===== config.mk =====
export PLATFORM = sky130hd
export DESIGN_NAME = regfile_multiport_flat
export DESIGN_NICKNAME = d
export VERILOG_FILES = /design/src/rtl/regfile_pkg.sv /design/src/rtl/regfile_multiport_if.sv /design/src/rtl/regfile_read_port.sv /design/src/rtl/regfile_multiport.sv /design/src/flat_wrapper.sv
export SDC_FILE = /design/constraint.sdc
export NUM_CORES = 1
export LEC_CHECK = 0
export ABC_AREA = 1
export ABC_CLOCK_PERIOD_IN_PS = 6030
export CAP_MARGIN = 10
export CORE_MARGIN = 3
export CORE_UTILIZATION = 60
export CTS_BUF_LIST = sky130_fd_sc_hd__clkbuf_4 sky130_fd_sc_hd__clkbuf_8
export DETAILED_ROUTE_END_ITERATION = 10
export HOLD_SLACK_MARGIN = 0.15
export PLACE_DENSITY_LB_ADDON = 0.2
export SYNTH_ARGS = -nofsm -noshare
export SYNTH_HDL_FRONTEND = slang
export SYNTH_SLANG_ARGS = --single-unit

===== constraint.sdc =====
create_clock -name clk -period 6.03 [get_ports clk]
set_input_delay 1.809 -clock clk [delete_from_list [all_inputs] [get_ports clk]]
set_output_delay 1.809 -clock clk [all_outputs]
set_load 0.01 [all_outputs]

===== src/rtl/regfile_pkg.sv =====
// Shared types and defaults for the multiport register file.
package regfile_pkg;

  localparam int unsigned DEF_DATA_W = 8;
  localparam int unsigned DEF_ADDR_W = 3;

  typedef enum logic {
    IDLE,
    CLEARING
  } state_e;

  // Forward write data to a read port when the accepted write targets the same address.
  function automatic logic bypass_sel(input logic        bypass_en,
                                      input logic        wr_accept,
                                      input logic [31:0] waddr,
                                      input logic [31:0] raddr);
    return bypass_en && wr_accept && (waddr == raddr);
  endfunction

endpackage


===== src/rtl/regfile_multiport_if.sv =====
// Bus bundle for regfile_multiport: write side, two read ports, clear/status.
interface regfile_multiport_if
  import regfile_pkg::*;
#(
  parameter int unsigned DATA_W = DEF_DATA_W,
  parameter int unsigned ADDR_W = DEF_ADDR_W
);
  logic [DATA_W-1:0] Data;
  logic [ADDR_W-1:0] DA;
  logic              RW;
  logic [ADDR_W-1:0] AA;
  logic [ADDR_W-1:0] BA;
  logic              clear;
  logic [DATA_W-1:0] A;
  logic [DATA_W-1:0] B;
  logic              busy;
  logic              done;
  logic              wr_drop;

  modport master (
    output Data, DA, RW, AA, BA, clear,
    input  A, B, busy, done, wr_drop
  );

  modport slave (
    input  Data, DA, RW, AA, BA, clear,
    output A, B, busy, done, wr_drop
  );
endinterface


===== src/rtl/regfile_read_port.sv =====
// One combinational read port with optional write-to-read forwarding.
// REGFILE_ZERO_REG_EN: address 0 always reads zero.
module regfile_read_port
  import regfile_pkg::*;
#(
  parameter int unsigned DATA_W = DEF_DATA_W,
  parameter int unsigned ADDR_W = DEF_ADDR_W,
  parameter int unsigned BYPASS = 1
) (
  input  logic [(2**ADDR_W)-1:0][DATA_W-1:0] regs,
  input  logic [ADDR_W-1:0]                  raddr,
  input  logic [ADDR_W-1:0]                  waddr,
  input  logic [DATA_W-1:0]                  wdata,
  input  logic                               wr_accept,
  output logic [DATA_W-1:0]                  rdata
);

  always_comb begin
    rdata = regs[raddr];
    if (bypass_sel(BYPASS != 0, wr_accept, 32'(waddr), 32'(raddr))) begin
      rdata = wdata;
    end
`ifdef REGFILE_ZERO_REG_EN
    if (raddr == '0) begin
      rdata = '0;
    end
`endif
  end

endmodule


===== src/rtl/regfile_multiport.sv =====
// Parametrised 1-write/2-read register file with bypass, background clear and drop reporting.
// REGFILE_ZERO_REG_EN: register 0 hardwired to zero, writes to it silently discarded.
module regfile_multiport
  import regfile_pkg::*;
#(
  parameter int unsigned DATA_W = DEF_DATA_W,
  parameter int unsigned ADDR_W = DEF_ADDR_W,
  parameter int unsigned BYPASS = 1
) (
  input  logic                clk,
  input  logic                reset,
  regfile_multiport_if.slave  bus
);

  localparam int unsigned DEPTH = 2**ADDR_W;

  logic [DEPTH-1:0][DATA_W-1:0] regs_q, regs_d;
  state_e                       state_q, state_d;
  logic [ADDR_W-1:0]            cnt_q, cnt_d;
  logic                         done_q, done_d;
  logic                         wr_drop_q, wr_drop_d;
  logic                         wr_addr_ok;
  logic                         wr_accept;

  // Writes to a hardwired register are discarded, not reported as drops.
  always_comb begin
    wr_addr_ok = 1'b1;
`ifdef REGFILE_ZERO_REG_EN
    wr_addr_ok = (bus.DA != '0);
`endif
    wr_accept = bus.RW && (state_q == IDLE) && wr_addr_ok;
    wr_drop_d = bus.RW && (state_q == CLEARING) && wr_addr_ok;
  end

  always_comb begin
    regs_d  = regs_q;
    state_d = state_q;
    cnt_d   = cnt_q;
    done_d  = 1'b0;
    if (wr_accept) begin
      regs_d[bus.DA] = bus.Data;
    end
    case (state_q)
      IDLE: begin
        if (bus.clear) begin
          state_d = CLEARING;
          cnt_d   = '0;
        end
      end
      CLEARING: begin
        regs_d[cnt_q] = '0;
        cnt_d         = cnt_q + ADDR_W'(1);
        if (cnt_q == ADDR_W'(DEPTH - 1)) begin
          state_d = IDLE;
          done_d  = 1'b1;
        end
      end
    endcase
`ifdef REGFILE_ZERO_REG_EN
    regs_d[0] = '0;
`endif
  end

  always_ff @(posedge clk) begin
    if (reset) begin
      regs_q    <= '0;
      state_q   <= IDLE;
      cnt_q     <= '0;
      done_q    <= 1'b0;
      wr_drop_q <= 1'b0;
    end else begin
      regs_q    <= regs_d;
      state_q   <= state_d;
      cnt_q     <= cnt_d;
      done_q    <= done_d;
      wr_drop_q <= wr_drop_d;
    end
  end

  assign bus.busy    = (state_q == CLEARING);
  assign bus.done    = done_q;
  assign bus.wr_drop = wr_drop_q;

  regfile_read_port #(
    .DATA_W (DATA_W),
    .ADDR_W (ADDR_W),
    .BYPASS (BYPASS)
  ) u_port_a (
    .regs      (regs_q),
    .raddr     (bus.AA),
    .waddr     (bus.DA),
    .wdata     (bus.Data),
    .wr_accept (wr_accept),
    .rdata     (bus.A)
  );

  regfile_read_port #(
    .DATA_W (DATA_W),
    .ADDR_W (ADDR_W),
    .BYPASS (BYPASS)
  ) u_port_b (
    .regs      (regs_q),
    .raddr     (bus.BA),
    .waddr     (bus.DA),
    .wdata     (bus.Data),
    .wr_accept (wr_accept),
    .rdata     (bus.B)
  );

endmodule


===== src/flat_wrapper.sv =====
// flat-port wrapper written by rule: the top's interface ports become plain ports
module regfile_multiport_flat import regfile_pkg::*;
#(
  parameter int unsigned DATA_W = DEF_DATA_W,
  parameter int unsigned ADDR_W = DEF_ADDR_W,
  parameter int unsigned BYPASS = 1
)
  (clk, reset, bus_Data, bus_DA, bus_RW, bus_AA, bus_BA, bus_clear, bus_A, bus_B, bus_busy, bus_done, bus_wr_drop);
  regfile_multiport_if #(.DATA_W(DATA_W), .ADDR_W(ADDR_W)) bus_i ();
  input  logic clk;
  input  logic reset;
  input wire logic [$bits(bus_i.Data)-1:0] bus_Data;
  input wire logic [$bits(bus_i.DA)-1:0] bus_DA;
  input wire logic [$bits(bus_i.RW)-1:0] bus_RW;
  input wire logic [$bits(bus_i.AA)-1:0] bus_AA;
  input wire logic [$bits(bus_i.BA)-1:0] bus_BA;
  input wire logic [$bits(bus_i.clear)-1:0] bus_clear;
  output wire logic [$bits(bus_i.A)-1:0] bus_A;
  output wire logic [$bits(bus_i.B)-1:0] bus_B;
  output wire logic [$bits(bus_i.busy)-1:0] bus_busy;
  output wire logic [$bits(bus_i.done)-1:0] bus_done;
  output wire logic [$bits(bus_i.wr_drop)-1:0] bus_wr_drop;
  assign bus_i.Data = bus_Data;
  assign bus_i.DA = bus_DA;
  assign bus_i.RW = bus_RW;
  assign bus_i.AA = bus_AA;
  assign bus_i.BA = bus_BA;
  assign bus_i.clear = bus_clear;
  assign bus_A = bus_i.A;
  assign bus_B = bus_i.B;
  assign bus_busy = bus_i.busy;
  assign bus_done = bus_i.done;
  assign bus_wr_drop = bus_i.wr_drop;
  regfile_multiport #(.DATA_W(DATA_W), .ADDR_W(ADDR_W), .BYPASS(BYPASS)) u_core (.clk(clk), .reset(reset), .bus(bus_i));
endmodule

Word level (Yosys, flattened, before mapping). Cells that the tools add are included. Widths: inputs -> output; s select.

Output and inout bits: 19. Flip-flop bits (word level): 70. Logic and storage cells: 52.

Muxes and demuxes: 19. Bitwise logic cells: 3. Add/sub/neg operators: 1. Reductions and logical operators: 7. Magnitude comparators: 6. Equal/unequal tests: 4.

Operators by type and width (count): $mux 64 (2); $and 64x64->64 (1); $bwmux 64 (1); $not 64->64 (1); $bmux 8 s3 (2); $demux 8 s3 (2); $mux 8 (6); $lt 3x4->1 const B (4); $eq 3x3->1 (2); $ge 3x1->1 const B (2); $logic_and 1x1->1 (6); $pmux 3 s2 (1); $add 3x1->3 const B (1); $eq 3x3->1 const B (1); $mux 1 (3); $mux 3 (1); $ne 2x2->1 const B (1); $pmux 1 s2 (1); $reduce_or 2->1 (1); $not 1->1 (1).

Logic depth before layout (Yosys ltp).
Word-level depth: 8. Depth in mapped cells: 9. Gate-level depth less buffers: 8.

Hierarchy. From an unflattened synthesis, not the netlist that was laid out.

Cell total of the unflattened synthesis: 849. Area, all modules: 4869.7 µm².

By module, submodules not included: regfile_multiport (times used 1, area an instance 2865.2 µm², cells an instance 405); regfile_read_port (times used 2, area an instance 1002.2 µm², cells an instance 222).

Worst setup path before layout. Ideal clock, no wire load.

Path type: input to output. Start: input port bus_BA[2]. End: output port bus_B[0]. Setup slack: 1569 ps. Cell stages on the path: 9. Path buffers: 1. Data arrival time: 2652 ps. Path through: buf_2 > inv_2 > nand2_1 > nand2_1 > nor2_1 > nand2_2 > inv_2 > nand2_1 > nand2_1.

Word-level cells in the longest chain between the ends: 3. Elaborated cells on any way between the ends: 5. Classes of those cells: 1 x eq/ne; 3 x mux; 1 x reduce/logical.

RTL lines: from (decl) (RTL line flat_wrapper.sv:16) `input wire logic [$bits(bus_i.BA)-1:0] bus_BA;`; $bmux 8 s3 / $eq 3x3->1 (equally long branches) (RTL line regfile_read_port.sv:19, regfile_pkg.sv:17); $mux 8 (implied by the code) / $logic_and 1x1->1 (equally long branches) (RTL line regfile_read_port.sv:19, regfile_pkg.sv:17); $mux 8 (*) (RTL line regfile_read_port.sv:20) `if (bypass_sel(BYPASS != 0, wr_accept, 32'(waddr), 32'(raddr))) begin`; to (decl) (RTL line flat_wrapper.sv:19) `output wire logic [$bits(bus_i.B)-1:0] bus_B;`.

Mark *: on every way between the ends. The rest lies on a longest branch, timed or not. The select of a mux whose other input is x is not followed.

Worst setup path in the final report. Same ends and word-level chain as after synthesis.

==> qor.tcl <==
set qor(finalNonFillerCells) 865
set qor(swShare_pct) 29.00
set qor(layout-area-overhead-vs-synth_pct) 17.75
set qor(cts_made_buffers) 9
set qor(routabilityCongestion) 1.074
set qor(wire_length_of_the_first_global_routing_pass_um) 22840
set qor(maximum_number_of_pins_on_one_net_before_global_route_repair) 20
set qor(hp-class) {flip-flop to flip-flop}
set qor(insertion_delay_ns) 0.35
set qor(via_count) 4905
set qor(finalSetupTns_ns) 0
set qor(mostFrequentLayoutCells) {sky130_fd_sc_hd__nand2_1, sky130_fd_sc_hd__nor2_1, sky130_fd_sc_hd__nand3_1}
set qor(finalNetCount) 788
set qor(most_common_cell_after_layout_fill_and_taps_aside) {sky130_fd_sc_hd__nand2_1}
set qor(power_frac_seq_pct) 42.2
set qor(maxClockFrequency_mhz) 174.6
set qor(timing.critical_path.cells) {clkdlybuf4s50_1 > inv_2 > nand2_1 > nand2_1 > nor2_1 > nand2_2 > inv_2 > nand2_1 > nand2_1 > clkdlybuf4s50_1}
set qor(pwr-share-comb_pct) 20.4
set qor(port-buffer-count) 39
set qor(worstSetupEndpointType) {output port}
set qor(cellInternalPower_mw) 0.8157
set qor(setup_repair_after_global_routing_missed_its_margin) {false}
set qor(synth_nets) 746
set qor(synth_area_leader_cell) {sky130_fd_sc_hd__dfxtp_1}
set qor(power.net_switching_mw) 0.3331
set qor(worst_path_largest_cell_delay_ns) 0.71
set qor(cp_common_cell) {sky130_fd_sc_hd__nand2_1}
set qor(place.detailed.hpwl_um) 10790
set qor(synth.top_cells.by_area) {sky130_fd_sc_hd__dfxtp_1, sky130_fd_sc_hd__nand2_1, sky130_fd_sc_hd__nand3_1}
set qor(setup.worst_path.class) {input port to output port}
set qor(syn_area_per_cell_um2) 5.919
set qor(first_global_vias) 4550
set qor(cts-resized-gates) 0
set qor(result_of_the_run) {complete, no violations}
set qor(slew_headroom_pct) 40.73
set qor(layout-drive-gt1-share_pct) 9.363
set qor(start_util_pct) 62.30
set qor(setup.worst_path.start_class) {input port}
set qor(power.ir.vdd_worst_uv) 130.7
set qor(placed_cells) 850
set qor(timing_max_transition_violations_final) 0
set qor(crit_fanout) 10
set qor(worst-path-buf-inv) 4
set qor(worst_path_dominant_cell_family) {buffers and inverters}
set qor(htree_num_levels) 3
set qor(die_area_mm2) 0.008181
set qor(ys_seq_area_share_pct) 32.75
set qor(cts-root-buf) {sky130_fd_sc_hd__clkbuf_8}
set qor(worst-endpoint-arrival_ns) 3.92
set qor(worst_path_max_delay_cell) {sky130_fd_sc_hd__clkdlybuf4s50_1}
set qor(die_width_um) 90.45
set qor(synth_area_mm2) 0.004279
set qor(insertedDiodeCount) 0
set qor(maxCapViolations) 0
set qor(final-setup-viol-count) 0
set qor(timing.hold.ws_ns) 0.4922
set qor(std_cell_core_area_mm2) 0.006869
set qor(power.leakage_nw) 2.435
set qor(tritoncts) {built}
set qor(fin_ws_ns) 0.3033
set qor(finalCoreUtilization_pct) 73.35
set qor(wl_per_cell_um) 16.54
set qor(synth_cells) 723
set qor(cts.repair_timing.setup_buffer_count) 0
set qor(standard_cell_rows) 30
set qor(finalCriticalPeriod_ns) 5.727
set qor(synth_top_area_share_pct) 32.75
set qor(initial_antenna_violation_count) 0
set qor(finClkSkew_ns) 0.006536
set qor(power_density_mw_per_mm2) 228.0
set qor(wl_um) 14310
set qor(place_ws_ns) 0.3308
set qor(grt.total_usage_pct) 35.62
set qor(tightest_slew_ns) 0.8831
set qor(ys_ff_latch) 70
set qor(postRouteAntennaNets) 0
set qor(chipHeight_um) 90.45
set qor(cts_hold_buffers) 0
set qor(cp_data_required_time_ns) 4.22
set qor(num_io_pins) 40
set qor(ys.warnings.count) 0
set qor(detail_route.drc_violations) 0
set qor(vias_per_cell) 5.671
set qor(clock_slew_at_reported_path_ffs_ns) 0.07
set qor(netlist-cell-type-count) 21
set qor(drt-initial-drc-count) 708
set qor(total_grt_overflow) 0
set qor(timing_hold_violations_final) 0
set qor(cts_num_sinks) 70
set qor(drt_first_pass_iters) 5
set qor(layout_worst_path_cycle_share_pct) 94.97
set qor(ctsLongestPathBuffers) 2
set qor(clock_power_share_pct) 37.4
-- path summary, 6_finish.rpt --
path,startpoint,endpoint,slack [ns],cells after the start
max reg2reg,u_core.bus.busy,u_core.regs_q[48],4.30,3
min,u_core.regs_q[37],u_core.regs_q[37],0.49,2
min reg2reg,u_core.regs_q[37],u_core.regs_q[37],0.49,2
max,bus_BA[2],bus_B[0],0.30,10
-- kinds of logic after synthesis --
family | after synthesis | share of synthesized area (%)
buffers and inverters | 119 | 11.75
AND/OR/NAND/NOR | 521 | 53.51
adder cells (fa/ha/maj) | 2 | 0.5847
flip-flops | 70 | 32.75
AO/OA/AOI/OAI | 11 | 1.403
-- power groups by stage --
stage                     combinational (mW)  sequential, mW  clock [mW]
final                                  0.235           0.485       0.429
after global routing                   0.254           0.486       0.452
after CTS                              0.228           0.484       0.433
after detailed placement               0.227           0.495           0
after global placement                 0.223           0.494           0
after floorplan                        0.138           0.492           0
-- cells in the mapped netlist --
cell,count
sky130_fd_sc_hd__a21oi_1,1
sky130_fd_sc_hd__a22oi_1,2
sky130_fd_sc_hd__buf_1,2
sky130_fd_sc_hd__buf_2,23
sky130_fd_sc_hd__clkbuf_1,6
sky130_fd_sc_hd__clkinv_2,4
sky130_fd_sc_hd__clkinv_4,4
sky130_fd_sc_hd__dfxtp_1,70
sky130_fd_sc_hd__ha_1,2
sky130_fd_sc_hd__inv_1,71
sky130_fd_sc_hd__inv_2,8
sky130_fd_sc_hd__inv_4,1
sky130_fd_sc_hd__nand2_1,190
sky130_fd_sc_hd__nand2_2,2
sky130_fd_sc_hd__nand2_4,9
sky130_fd_sc_hd__nand3_1,110
sky130_fd_sc_hd__nor2_1,139
sky130_fd_sc_hd__nor2_2,4
sky130_fd_sc_hd__nor2_8,2
sky130_fd_sc_hd__nor3_1,65
sky130_fd_sc_hd__o21ai_1,8
-- worst register-to-register path, cell delays in order, from the launching register on --
cell and delay (ns):
sky130_fd_sc_hd__dfxtp_1 0.51, sky130_fd_sc_hd__nand2_1 0.19, sky130_fd_sc_hd__o21ai_1 0.73, sky130_fd_sc_hd__nor3_1 0.14
-- cell type report --
type,instances,area [µm²]
sequential,70,1401
multi-input combinational,534,2375
fill,603,1831
clock inverter,4,70.07
tap,96,120.1
inverter,88,357.8
clock buffer,11,151.4
timing repair buffer,62,563.0
-- sequential cells by signal, indices dropped and copies added (netlist names) --
signal / count
u_core.bus.busy: 1
u_core.bus.done: 1
u_core.bus.wr_drop: 1
u_core.cnt_q: 3
u_core.regs_q: 64
-- metrics by stage --
| stage | total power [mW] | instance area, µm² |
|---|---|---|
| after floorplan | 0.6297 | 4279 |
| after global placement | 0.7173 | 4817 |
| after detailed placement | 0.7220 | 4817 |
| after CTS | 1.146 | 5039 |
| after global routing | 1.192 | 5039 |
| final | 1.149 | 5039 |
-- routing by layer --
metal	track usage [%]	vias to the layer above	share of wire, %
met5	0	-	0
met4	15.05	0	3.3
met3	7.583	55	14
met2	52.40	354	43
met1	50.34	2150	40
li1	-	2346	-
Power figures use the tool's default switching activity.
